## config.mk

```make
export PLATFORM = sky130hd
export DESIGN_NAME = hack_exec_controller
export DESIGN_NICKNAME = d
export VERILOG_FILES = /design/src/rtl/hack_exec_controller.sv
export SDC_FILE = /design/constraint.sdc
export NUM_CORES = 1
export LEC_CHECK = 0
export CORE_MARGIN = 5
export CORE_UTILIZATION = 53
export CTS_BUF_LIST = sky130_fd_sc_hd__clkbuf_4
export DETAILED_ROUTE_END_ITERATION = 10
export HOLD_SLACK_MARGIN = 0.1
export PLACE_DENSITY = 0.9
export RECOVER_POWER = 100
export SYNTH_ARGS = -nofsm -noshare
export SYNTH_HDL_FRONTEND = slang
export SYNTH_SLANG_ARGS = --single-unit
```

## constraint.sdc

```tcl
create_clock -name clk -period 4.6 [get_ports clk]
set_input_delay 0.46 -clock clk [delete_from_list [all_inputs] [get_ports clk]]
set_output_delay 0.46 -clock clk [all_outputs]
set_load 0.03 [all_outputs]
```

## src/rtl/hack_exec_controller.sv

```systemverilog
// Run-control sequencer for the Hack CPU: boot hold, run/halt/step, PC breakpoint
// and a saturating executed-cycle counter.
//
//   state | meaning
//   ------+---------------------------------------------------------
//   BOOT  | cpu_rst held high while the boot counter drains
//   HALT  | CPU frozen, waiting for step/run
//   RUN   | CPU enabled unless the armed breakpoint matches pc
//   STEP  | CPU enabled for exactly one cycle, then HALT
module hack_exec_controller #(
   parameter int BOOT_CYCLES  = 4,
   parameter bit START_HALTED = 1'b0,
   parameter int CYC_W        = 32
) (
   input  logic             clk,
   input  logic             reset_n,
   input  logic             run_req,
   input  logic             halt_req,
   input  logic             step_req,
   input  logic             soft_rst_req,
   input  logic             bp_en,
   input  logic [14:0]      bp_addr,
   input  logic [14:0]      pc,
   output logic             cpu_rst,
   output logic             cpu_en,
   output logic             halted,
   output logic             bp_hit,
   output logic [1:0]       state,
   output logic [CYC_W-1:0] cycle_count
);

   localparam int BC_W = (BOOT_CYCLES > 2) ? $clog2(BOOT_CYCLES) : 1;
   localparam logic [BC_W-1:0] BOOT_LOAD = BC_W'(BOOT_CYCLES - 1);

   typedef enum logic [1:0] {
      ST_BOOT = 2'd0,
      ST_HALT = 2'd1,
      ST_RUN  = 2'd2,
      ST_STEP = 2'd3
   } state_e;

   state_e           state_q, state_d;
   logic [BC_W-1:0]  boot_cnt_q, boot_cnt_d;
   logic             bp_hit_q, bp_hit_d;
   logic             bp_armed_q, bp_armed_d;
   logic             cpu_rst_q, cpu_rst_d;
   logic             halted_q, halted_d;
   logic [CYC_W-1:0] cycle_count_q, cycle_count_d;
   logic             bp_match;

   // Enable is combinational so the instruction at bp_addr never executes.
   always_comb begin
      bp_match = bp_en && bp_armed_q && (pc == bp_addr);
      cpu_en   = ((state_q == ST_RUN) && !bp_match) || (state_q == ST_STEP);
   end

   always_comb begin
      state_d       = state_q;
      boot_cnt_d    = boot_cnt_q;
      bp_hit_d      = bp_hit_q;
      bp_armed_d    = bp_armed_q;
      cycle_count_d = cycle_count_q;
      if (cpu_en && (cycle_count_q != '1)) begin
         cycle_count_d = cycle_count_q + CYC_W'(1);
      end

      if (soft_rst_req) begin
         state_d       = ST_BOOT;
         boot_cnt_d    = BOOT_LOAD;
         bp_hit_d      = 1'b0;
         bp_armed_d    = 1'b1;
         cycle_count_d = '0;
      end else begin
         unique case (state_q)
            ST_BOOT: begin
               if (boot_cnt_q == '0) begin
                  state_d = START_HALTED ? ST_HALT : ST_RUN;
               end else begin
                  boot_cnt_d = boot_cnt_q - BC_W'(1);
               end
            end
            ST_HALT: begin
               // halt_req outranks step/run even though it is a no-op here
               if (!halt_req) begin
                  if (step_req) begin
                     state_d  = ST_STEP;
                     bp_hit_d = 1'b0;
                  end else if (run_req) begin
                     state_d    = ST_RUN;
                     bp_hit_d   = 1'b0;
                     bp_armed_d = 1'b0;
                  end
               end
            end
            ST_RUN: begin
               bp_armed_d = 1'b1;
               if (bp_match) begin
                  state_d  = ST_HALT;
                  bp_hit_d = 1'b1;
               end else if (halt_req) begin
                  state_d = ST_HALT;
               end
            end
            ST_STEP: begin
               state_d = ST_HALT;
            end
         endcase
      end

      cpu_rst_d = (state_d == ST_BOOT);
      halted_d  = (state_d == ST_HALT);
   end

   always_ff @(posedge clk or negedge reset_n) begin
      if (!reset_n) begin
         state_q       <= ST_BOOT;
         boot_cnt_q    <= BOOT_LOAD;
         bp_hit_q      <= 1'b0;
         bp_armed_q    <= 1'b1;
         cpu_rst_q     <= 1'b1;
         halted_q      <= 1'b0;
         cycle_count_q <= '0;
      end else begin
         state_q       <= state_d;
         boot_cnt_q    <= boot_cnt_d;
         bp_hit_q      <= bp_hit_d;
         bp_armed_q    <= bp_armed_d;
         cpu_rst_q     <= cpu_rst_d;
         halted_q      <= halted_d;
         cycle_count_q <= cycle_count_d;
      end
   end

   assign cpu_rst     = cpu_rst_q;
   assign halted      = halted_q;
   assign bp_hit      = bp_hit_q;
   assign state       = state_q;
   assign cycle_count = cycle_count_q;

endmodule

```

Yosys cells after proc, flatten, opt, wreduce, memory -nomap -nowiden --
Cells that the tools add are included. Widths: inputs -> output; s select.
Storage, ports and cells: bits in read-only memories 0, bits in latches 0, word-level logic and storage cells 59, memory bits (writable) 0, register bits 40, memories 0
Cells by class: mux-type cells 23, shifts and indexed selects 0, magnitude comparators 0, $mul 0, add/subtract/negate cells 2, equality and inequality tests 12, reductions and logical operators 15, bitwise operators 0, div/mod/pow operators 0
Operator list (count):
- $mux 32 | 2
- $add 32x1->32 const B | 1
- $ne 32x32->1 const B | 1
- $mux 2 | 10
- $eq 15x15->1 | 1
- $ne 3x3->1 const B | 4
- $mux 1 | 8
- $pmux 2 s4 | 1
- $reduce_and 4->1 | 2
- $logic_not 2->1 | 3
- $eq 2x1->1 const B | 2
- $eq 2x2->1 const B | 2
- $logic_and 1x1->1 | 4
- $ne 4x4->1 const B | 1
- $pmux 1 s2 | 2
- $reduce_bool 2->1 | 2
- $reduce_bool 3->1 | 1
- $ne 2x2->1 const B | 1
- $reduce_and 2->1 | 1
- $sub 2x1->2 const B | 1
- $logic_not 1->1 | 1
- $logic_or 1x1->1 | 1

Logic depth before layout (Yosys ltp) --
Gate-level depths: netlist of the first run.
word-level depth 8, gate-level depth with buffers 8

Least setup slack after synthesis of the first run --
OpenSTA, ideal clock, no wires.
path type register to register, from register cycle_count_q[0] (netlist: cycle_count[0]), to register cycle_count_q[11] (netlist: cycle_count[11]), data arrival time 2020 ps, data required time 4522 ps, library setup time 78 ps, clock period less this slack 2098 ps, slack 2502 ps, buffers on the path 1, stages on the path, launching flop included 8, cell sequence dfrtp_1 -> ha_1 -> and4_1 -> nand4_2 -> o211ai_4 -> buf_6 -> or4_1 -> a21oi_1
On the way: longest elaborated chain between the ends 3
Ends and longest elaborated chain:
- start, declared | RTL line 48 | logic [CYC_W-1:0] cycle_count_q, cycle_count_d;
- start signal, assigned | RTL line 130 | cycle_count_q <= cycle_count_d;
- $add 32x1->32 or $ne 32x32->1 (tied branches) | RTL line 64, 63
- $mux 32 or $logic_and 1x1->1 (tied branches) | RTL line 63 | if (cpu_en && (cycle_count_q != '1)) begin
- $mux 32 or $reduce_bool 2->1 (tied branches)
Several ways; a longest one is shown, not always the timed one. The select of a mux whose other input is x is not followed. A chain may end at the register's enable or synchronous reset.

Final worst setup path of the first run --
from input port bp_addr[0], to output port cpu_en
On the way: longest elaborated chain between the ends 5
Ends and longest elaborated chain:
- start, declared | RTL line 22 | input logic [14:0] bp_addr,
- $eq 15x15->1 | RTL line 53 | bp_match = bp_en && bp_armed_q && (pc == bp_addr);
- $logic_and 1x1->1 | RTL line 53
- $logic_not 1->1 | RTL line 54 | cpu_en = ((state_q == ST_RUN) && !bp_match) || (state_q == ST_STEP);
- $logic_and 1x1->1 | RTL line 54
- $logic_or 1x1->1 | RTL line 54
- end, declared | RTL line 25 | output logic cpu_en,
No other way between the ends.

==> results of run 1 <==
## registers in the layout (all words and copies together), names as in the netlist
signal	flops
halted	1
cpu_rst	1
boot_cnt_q	2
cycle_count	32
bp_armed_q	1
bp_hit	1
state	2
## routing by layer
| layer | up-vias | part of all wire [%] | wire length (um) |
|---|---|---|---|
| li1 | 1143 | - | - |
| met1 | 1165 | 42 | 2760 |
| met2 | 122 | 48 | 3170 |
| met3 | 9 | 9.5 | 631 |
| met4 | 0 | 1.2 | 77 |
| met5 | - | 0 | 0 |
## metrics by stage
step	power, W	setup slack (ns)	utilization, %	cell area, sq um	hold slack, ns
final	0.000795	1.24	71.1	3340	0.553
after CTS	0.000806	1.64	71.8	3370	0.228
after global placement	0.000613	1.66	70.5	3310	0.527
after floorplan	0.000540	2.50	-	2550	0.164
after detailed placement	0.000621	1.65	70.5	3310	0.544
after global routing	0.000826	1.13	71.1	3340	0.584
## worst max-delay path, delay by kind of cell
family | cells | cell delay [ns]
buffers and inverters | 2 | 1.24
AND/OR/NAND/NOR | 4 | 0.99
XOR/XNOR | 1 | 0.21
## kinds of logic (layout without fill, tap and decap cells)
logic type / after synthesis / after routing / synth area share, %
mux: 5 / 5 / 2.15
xor+xnor: 23 / 23 / 7.88
buf+inv: 18 / 92 / 3.53
fa+ha+maj: 2 / 2 / 0.979
compound gates: 58 / 58 / 15.0
simple gates: 121 / 121 / 31.0
flops: 40 / 40 / 39.4
## cell usage in the layout, fill, tap and decap left out, types with 3 or more instances in the layout
master	count
o211ai_1	3
o21ai_1	4
xnor2_1	3
mux2_1	3
nor2b_1	8
nand4_1	9
and3_1	6
o31ai_1	10
dfrtp_1	36
nand3_1	13
nor4_4	4
dfstp_2	4
nor4_1	7
or3_1	8
o21ai_0	8
clkdlybuf4s50_1	33
clkbuf_4	7
or4_1	10
nor2_1	22
inv_1	9
nand2_1	14
a21oi_1	22
o2111ai_1	3
xor2_1	20
nor3_1	3
dlygate4sd3_1	40
## layout make-up
| class | count | area share, % |
|---|---|---|
| multi-input cells | 209 | 42.9 |
| clock buffers | 7 | 1.58 |
| clock inverters | 1 | 0.150 |
| flip-flops and latches | 40 | 30.2 |
| inverters | 9 | 1.01 |
| well taps | 54 | 2.03 |
| repair buffers | 75 | 22.1 |
## power breakdown
group	leakage (nW)	switching, W	internal [W]	total, W
sequential	0.545	0.0000209	0.000378	0.000399
combinational	0.816	0.000124	0.0000837	0.000208
clock	0.0361	0.000117	0.0000715	0.000188
total	1.40	0.000262	0.000533	0.000795
## how the worst min path moves through the flow
stage                           end  slack (ns)       start  depth (start not counted)
detailed placement           bp_hit        0.54      bp_hit                          2
global route             bp_armed_q        0.58  bp_armed_q                          2
floorplan                    bp_hit        0.16     reset_n                          0
finish                       bp_hit        0.55      bp_hit                          2
global placement         bp_armed_q        0.53  bp_armed_q                          2
CTS                 cycle_count[15]        0.23     reset_n                          1
==> summary.txt, run 1 <==
Critical path
  • CP startpoint kind: input port
  • Reg2reg end: cycle_count[24]
  • CP Max Fanout: 8
  • Crit-path cells: dlygate4sd3_1 > xor2_1 > nor4_4 > nand4_1 > nor2_1 > nor2_1 > dlygate4sd3_1
  • Crit path from: bp_addr[0]
  • CP max-delay cell: dlygate4sd3_1
  • Reg-to-reg startpoint: bp_armed_q
  • Critical Path End: cpu_en
  • Flop2flop setup slack: 1.91 ns
  • Arrival time worst endpoint: 2.90 ns
  • FF-to-FF path depth: 6
  • Worst path required time: 4.14 ns
  • Critical path capture point type: primary output
  • Worst setup path class: in -> out
  • Slowest stage delay, CP: 0.69 ns

Floorplanning
  • Initial Util: 54.5%
  • Row count: 25
  • Number of I/O pins: 75
  • Die area: 6310 sq um
  • Core area: 4690 sq um
  • Die Ht: 79.4 um
  • Die W: 79.4 um

Route
  • Initial drt markers: 188
  • Via count: 2439
  • Drt drc: 0
  • DRT Pass-1 Iters: 4
  • DRT Wirelength: 6640 um
  • Vias/cell: 6.17
  • Antenna Nets Post-Route: 0
  • WL per Instance: 16.8 um

Finish
  • Final cell count without fillers: 395
  • Ant diodes: 0
  • Nets: 379
  • Sequential Area: 1010 sq um
  • Final-layout fill cell count: 366
  • Area Overhead vs Synth: 30.6%
  • Layout cells sized above 1: 8.50%
  • Multi-input logic area: 1430 sq um

STA
  • Final Max Slew Viols: 41
  • Maximum operating frequency: 298 MHz
  • RSZ-0062 raised after global routing: false
  • Final worst-path cycle share: 73.0%
  • Setup TNS Final: 0 ns
  • Tightest Pin Transition: 2.12 ns
  • Final min period: 3.36 ns
  • Worst Skew: 0.00713 ns
  • Fin. Hold Viols: 0
  • # setup viols final: 0
  • Relative slew slack: -41.0%

Clock tree
  • Post-CTS Setup Bufs: 0
  • Worst-path clk slew: 0.11 ns
  • Clock sinks: 40
  • CTS H-Tree Depth: 2
  • Cts hold-fix bufs: 0
  • Skew-Pair Late Insertion Delay: 0.36 ns
  • Max clock buf depth: 2
  • CTS resizes: 0
  • Root buffer cell: clkbuf_4
  • Cts bufs inserted: 5
  • CTS tree: built

Global route
  • Number of global-route vias before repair: 2295
  • Largest net degree at the start of global routing: 41
  • Global Route Usage Sum: 21.5%
  • First-pass GRT wire length: 10800 um
  • Overflow after GRT: 0
  • Initial antenna violation count: 0
  • Grt met3 use: 6.43%
  • Met2 usage: 35.8%
  • Top Usage Layer GRT: met2
  • GR Util met1: 26.7%

Place
  • Placed Cells: 387
  • Post-DP HPWL: 4900 um
  • I/O Buffers: 74
  • Placer Congestion: 0.814

Synth
  • Unique masters post-synth: 51
  • Syn Nets: 306
  • Top_reg_cell synth: dfrtp_1
  • Register area share after synthesis: 39.4%
  • Count leader, synth: dfrtp_1
  • Number of flops mapped to enable cells by yosys: 0
  • Syn Inst Count: 267
  • Avg Synthesized Cell Area: 9.57 sq um
  • Synthesized flop and latch total: 40
  • Syn. warnings: 0
  • Synth area leaders: dfrtp_1 35%, xor2_1 6.9%, a21oi_1 4.3%
  • Post-Syn Area: 2550 sq um
  • Asr flop ratio synth: 100%
  • Synth top cells by count: 36 x dfrtp_1, 22 x a21oi_1, 22 x nor2_1
  • Post-synth top area cell: dfrtp_1
  • Top-area cell type share of the netlist area: 35.3%

Job
  • Max Cap Viol: 1

Worst hold path
  • Worst hold path type: reg -> reg

Run status
  • Failing checks: max-capacitance violations, max-slew violations
  • Status: complete, but fails checks

Pwr
  • P_leak: 1.40 nW
  • Pwr/cell area: 238 nW/um^2
  • Peak supply drop: 0.000177 V
(Power assumes the default switching activity.)
==> run 2: changes to the inputs <==
--- a/config.mk
+++ b/config.mk
@@ -6,11 +6,11 @@
 export NUM_CORES = 1
 export LEC_CHECK = 0
 export CORE_MARGIN = 5
-export CORE_UTILIZATION = 53
+export CORE_UTILIZATION = 44
 export CTS_BUF_LIST = sky130_fd_sc_hd__clkbuf_4
 export DETAILED_ROUTE_END_ITERATION = 10
 export HOLD_SLACK_MARGIN = 0.1
-export PLACE_DENSITY = 0.9
+export PLACE_DENSITY = 0.8
 export RECOVER_POWER = 100
 export SYNTH_ARGS = -nofsm -noshare
 export SYNTH_HDL_FRONTEND = slang
==> constraint.sdc (replaced) <==
create_clock -name clk -period 2.97 [get_ports clk]
set_input_delay 0.297 -clock clk [delete_from_list [all_inputs] [get_ports clk]]
set_output_delay 0.297 -clock clk [all_outputs]
set_load 0.03 [all_outputs]
==> run 2 against run 1 <==
Net effect: the run still ends with max-capacitance violations, max-slew violations left; clock skew is 0.0045 ns higher; critical path depth decreased by 1; power is 66% higher; sequential cell count stayed put; non-clock buffer count is 3 higher; global-route usage shrank 1.6 points; routed wire length rose by 5.1%; cell count is 5.3% higher; core utilization fell by 10 points; critical path type is now reg -> out; critical endpoint unchanged.
==> summary.txt, run 2 (synthesis results as in run 1) <==
Run status
  • Status: complete, but fails checks
  • Failing checks: max-capacitance violations, max-slew violations

Finish
  • Most frequent cells in the layout: 39 x dlygate4sd3_1, 36 x dfrtp_1, 35 x clkdlybuf4s50_1
  • Area Overhead vs Synth: 32.3%
  • Layout cells sized above 1: 6.69% (-1.8 points)
  • Final-layout fill cell count: 516 (+41%)
  • Max reg flops: 32 (unchanged)
  • Final cell count without fillers: 416 (+5.3%)
  • Design area: 3380 sq um (+1.3%)
  • Commonest non-fill, non-tap cell in the layout: dlygate4sd3_1
  • Ant diodes: 0 (unchanged)
  • Nets: 382 (+0.79%)

Worst hold path
  • Hold Path End: bp_hit
  • Worst hold start: bp_hit
  • Worst hold path type: reg -> reg
  • Worst hold path depth: 2 (unchanged)

Place
  • Placed Cells: 407 (+5.2%)
  • Placer Congestion: 0.812 (-0.31%)
  • I/O Buffers: 74 (unchanged)
  • Post-DP HPWL: 5150 um (+5.1%)
  • Placed cell areas: 3360 sq um (+1.5%)

Critical path
  • Reg-to-reg startpoint: bp_armed_q
  • Flop2flop setup slack: 0.36 ns (-1.55 ns)
  • Worst path required time: 2.67 ns (-1.47 ns)
  • Arrival time worst endpoint: 2.43 ns (-0.47 ns)
  • Reg2reg end: cycle_count[27]
  • Worst setup path class: reg -> out
  • CP Max Fanout: 8 (unchanged)
  • CP startpoint kind: flop
  • Critical path capture point type: primary output
  • FF-to-FF path depth: 7 (+1)

STA
  • RSZ-0062 raised after global routing: false
  • Worst Skew: 0.0117 ns (+0.00455 ns)
  • Final hold slack: 0.558 ns (+0.00458 ns)
  • Final Max Slew Viols: 41 (unchanged)
  • Setup TNS Final: 0 ns (unchanged)
  • Maximum operating frequency: 367 MHz
  • # setup viols final: 0 (unchanged)
  • Tightest Pin Transition: 2.15 ns (+0.0359 ns)
  • Relative slew slack: -43.4% (-2.4 points)
  • Fin. Hold Viols: 0 (unchanged)
  • Final min period: 2.72 ns
  • Final worst-path cycle share: 91.7%

Route
  • Via count: 2428 (-0.45%)
  • WL per Instance: 16.8 um (-0.17%)
  • Drt drc: 0 (unchanged)
  • DRT Pass-1 Iters: 4 (unchanged)
  • DRT Wirelength: 6980 um (+5.1%)
  • Antenna Nets Post-Route: 0 (unchanged)
  • Vias/cell: 5.84 (-5.5%)
  • Initial drt markers: 185 (-1.6%)

Clock tree
  • CTS H-Tree Depth: 2 (unchanged)
  • Post-CTS Setup Bufs: 0 (unchanged)
  • CTS tree: built
  • Clock sinks: 40 (unchanged)
  • Skew-Pair Late Insertion Delay: 0.36 ns (about the same)
  • Cts bufs inserted: 5 (unchanged)
  • Max clock buf depth: 2 (unchanged)
  • Root buffer cell: clkbuf_4
  • Worst-path clk slew: 0.13 ns (+0.02 ns)

Job
  • Max Cap Viol: 1 (unchanged)

Global route
  • Global Route Usage Sum: 19.9% (-1.6 points)
  • Largest net degree at the start of global routing: 41 (unchanged)
  • First-pass GRT wire length: 12300 um (+14%)
  • Number of global-route vias before repair: 2545 (+11%)
  • Overflow after GRT: 0 (unchanged)
  • Initial antenna violation count: 0 (unchanged)

Pwr
  • Power Total: 0.00132 W (+66%)
  • Peak supply drop: 0.000222 V (+26%)
  • Pwr/cell area: 390 nW/um^2 (+64%)
  • P_leak: 1.40 nW (+0.12%)

Floorplanning
  • Initial Util: 45.8% (-8.6 points)
  • Row count: 27 (+8.0%)
  • Core area: 5570 sq um (+19%)
  • Die area: 7430 sq um (+18%)
  • Number of I/O pins: 75 (unchanged)
  • Die W: 86.2 um (+8.5%)
  • Die Ht: 86.2 um (+8.5%)
[run 2: cell count changes in the layout (fill, tap and decap cells not counted), sizes merged]
cell,before,now
buf,0,1
clkinvlp,0,1
bufinv,0,1
dlygate4sd3,40,39
clkdlybuf4s50,33,35
clkbuf,9,8
[run 2: power breakdown]
group,internal (W),leakage (nW),switching (W)
registers,0.000583,0.542,0.0000296
clock network,0.000176,0.0412,0.000195
logic,0.000135,0.815,0.000200
total,0.000894,1.40,0.000425
[run 2: how the worst max path moves through the flow]
stage	startpoint	endpoint	slack (ns)	cells after the start
global placement	bp_addr[14]	cpu_en	0.36	7
global route	bp_armed_q	cpu_en	0.09	6
detailed placement	bp_addr[14]	cpu_en	0.31	7
finish	bp_armed_q	cpu_en	0.25	6
floorplan	cycle_count[0]	cycle_count[11]	0.87	7
CTS	bp_armed_q	cpu_en	0.27	6
[run 2: routing by layer]
metal / global-route usage (%) / vias up / wire length (um)
li1: - / 1149 / -
met1: 26.3 / 1166 / 2970
met2: 33.0 / 101 / 3320
met3: 5.04 / 12 / 572
met4: 4.67 / 0 / 111
met5: 0 / - / 0
[run 2: critical path, cell delays in order (launching register included)]
cell and delay, ns:
dfstp_1 0.57, nand2_1 0.12, nor4_4 0.28, nand4_4 0.18, nor2_1 0.17, nor2_1 0.07
dlygate4sd3_1 0.69
[run 2: per-stage QoR]
step	setup slack, ns	utilization, %
floorplan	0.872	-
global placement	0.358	60.3
detailed placement	0.308	60.3
CTS	0.272	61.9
global route	0.0874	60.6
finish	0.245	60.6
[run 2: area by class of cell]
cell class              instances  area, sq um  area share, %
repair buffers                 78          773           22.9
flip-flops and latches         40         1010           29.8
inverters                       9         33.8           1.00
clock inverters                 3         42.5           1.26
well taps                      72         90.1           2.67
clock buffers                   5         37.5           1.11
multi-input cells             209         1400           41.3
[run 2: timing repair]
item	in CTS	in global routing
hold buffers	1	0
endpoints found under the hold margin	36	0
resized for setup	0	0
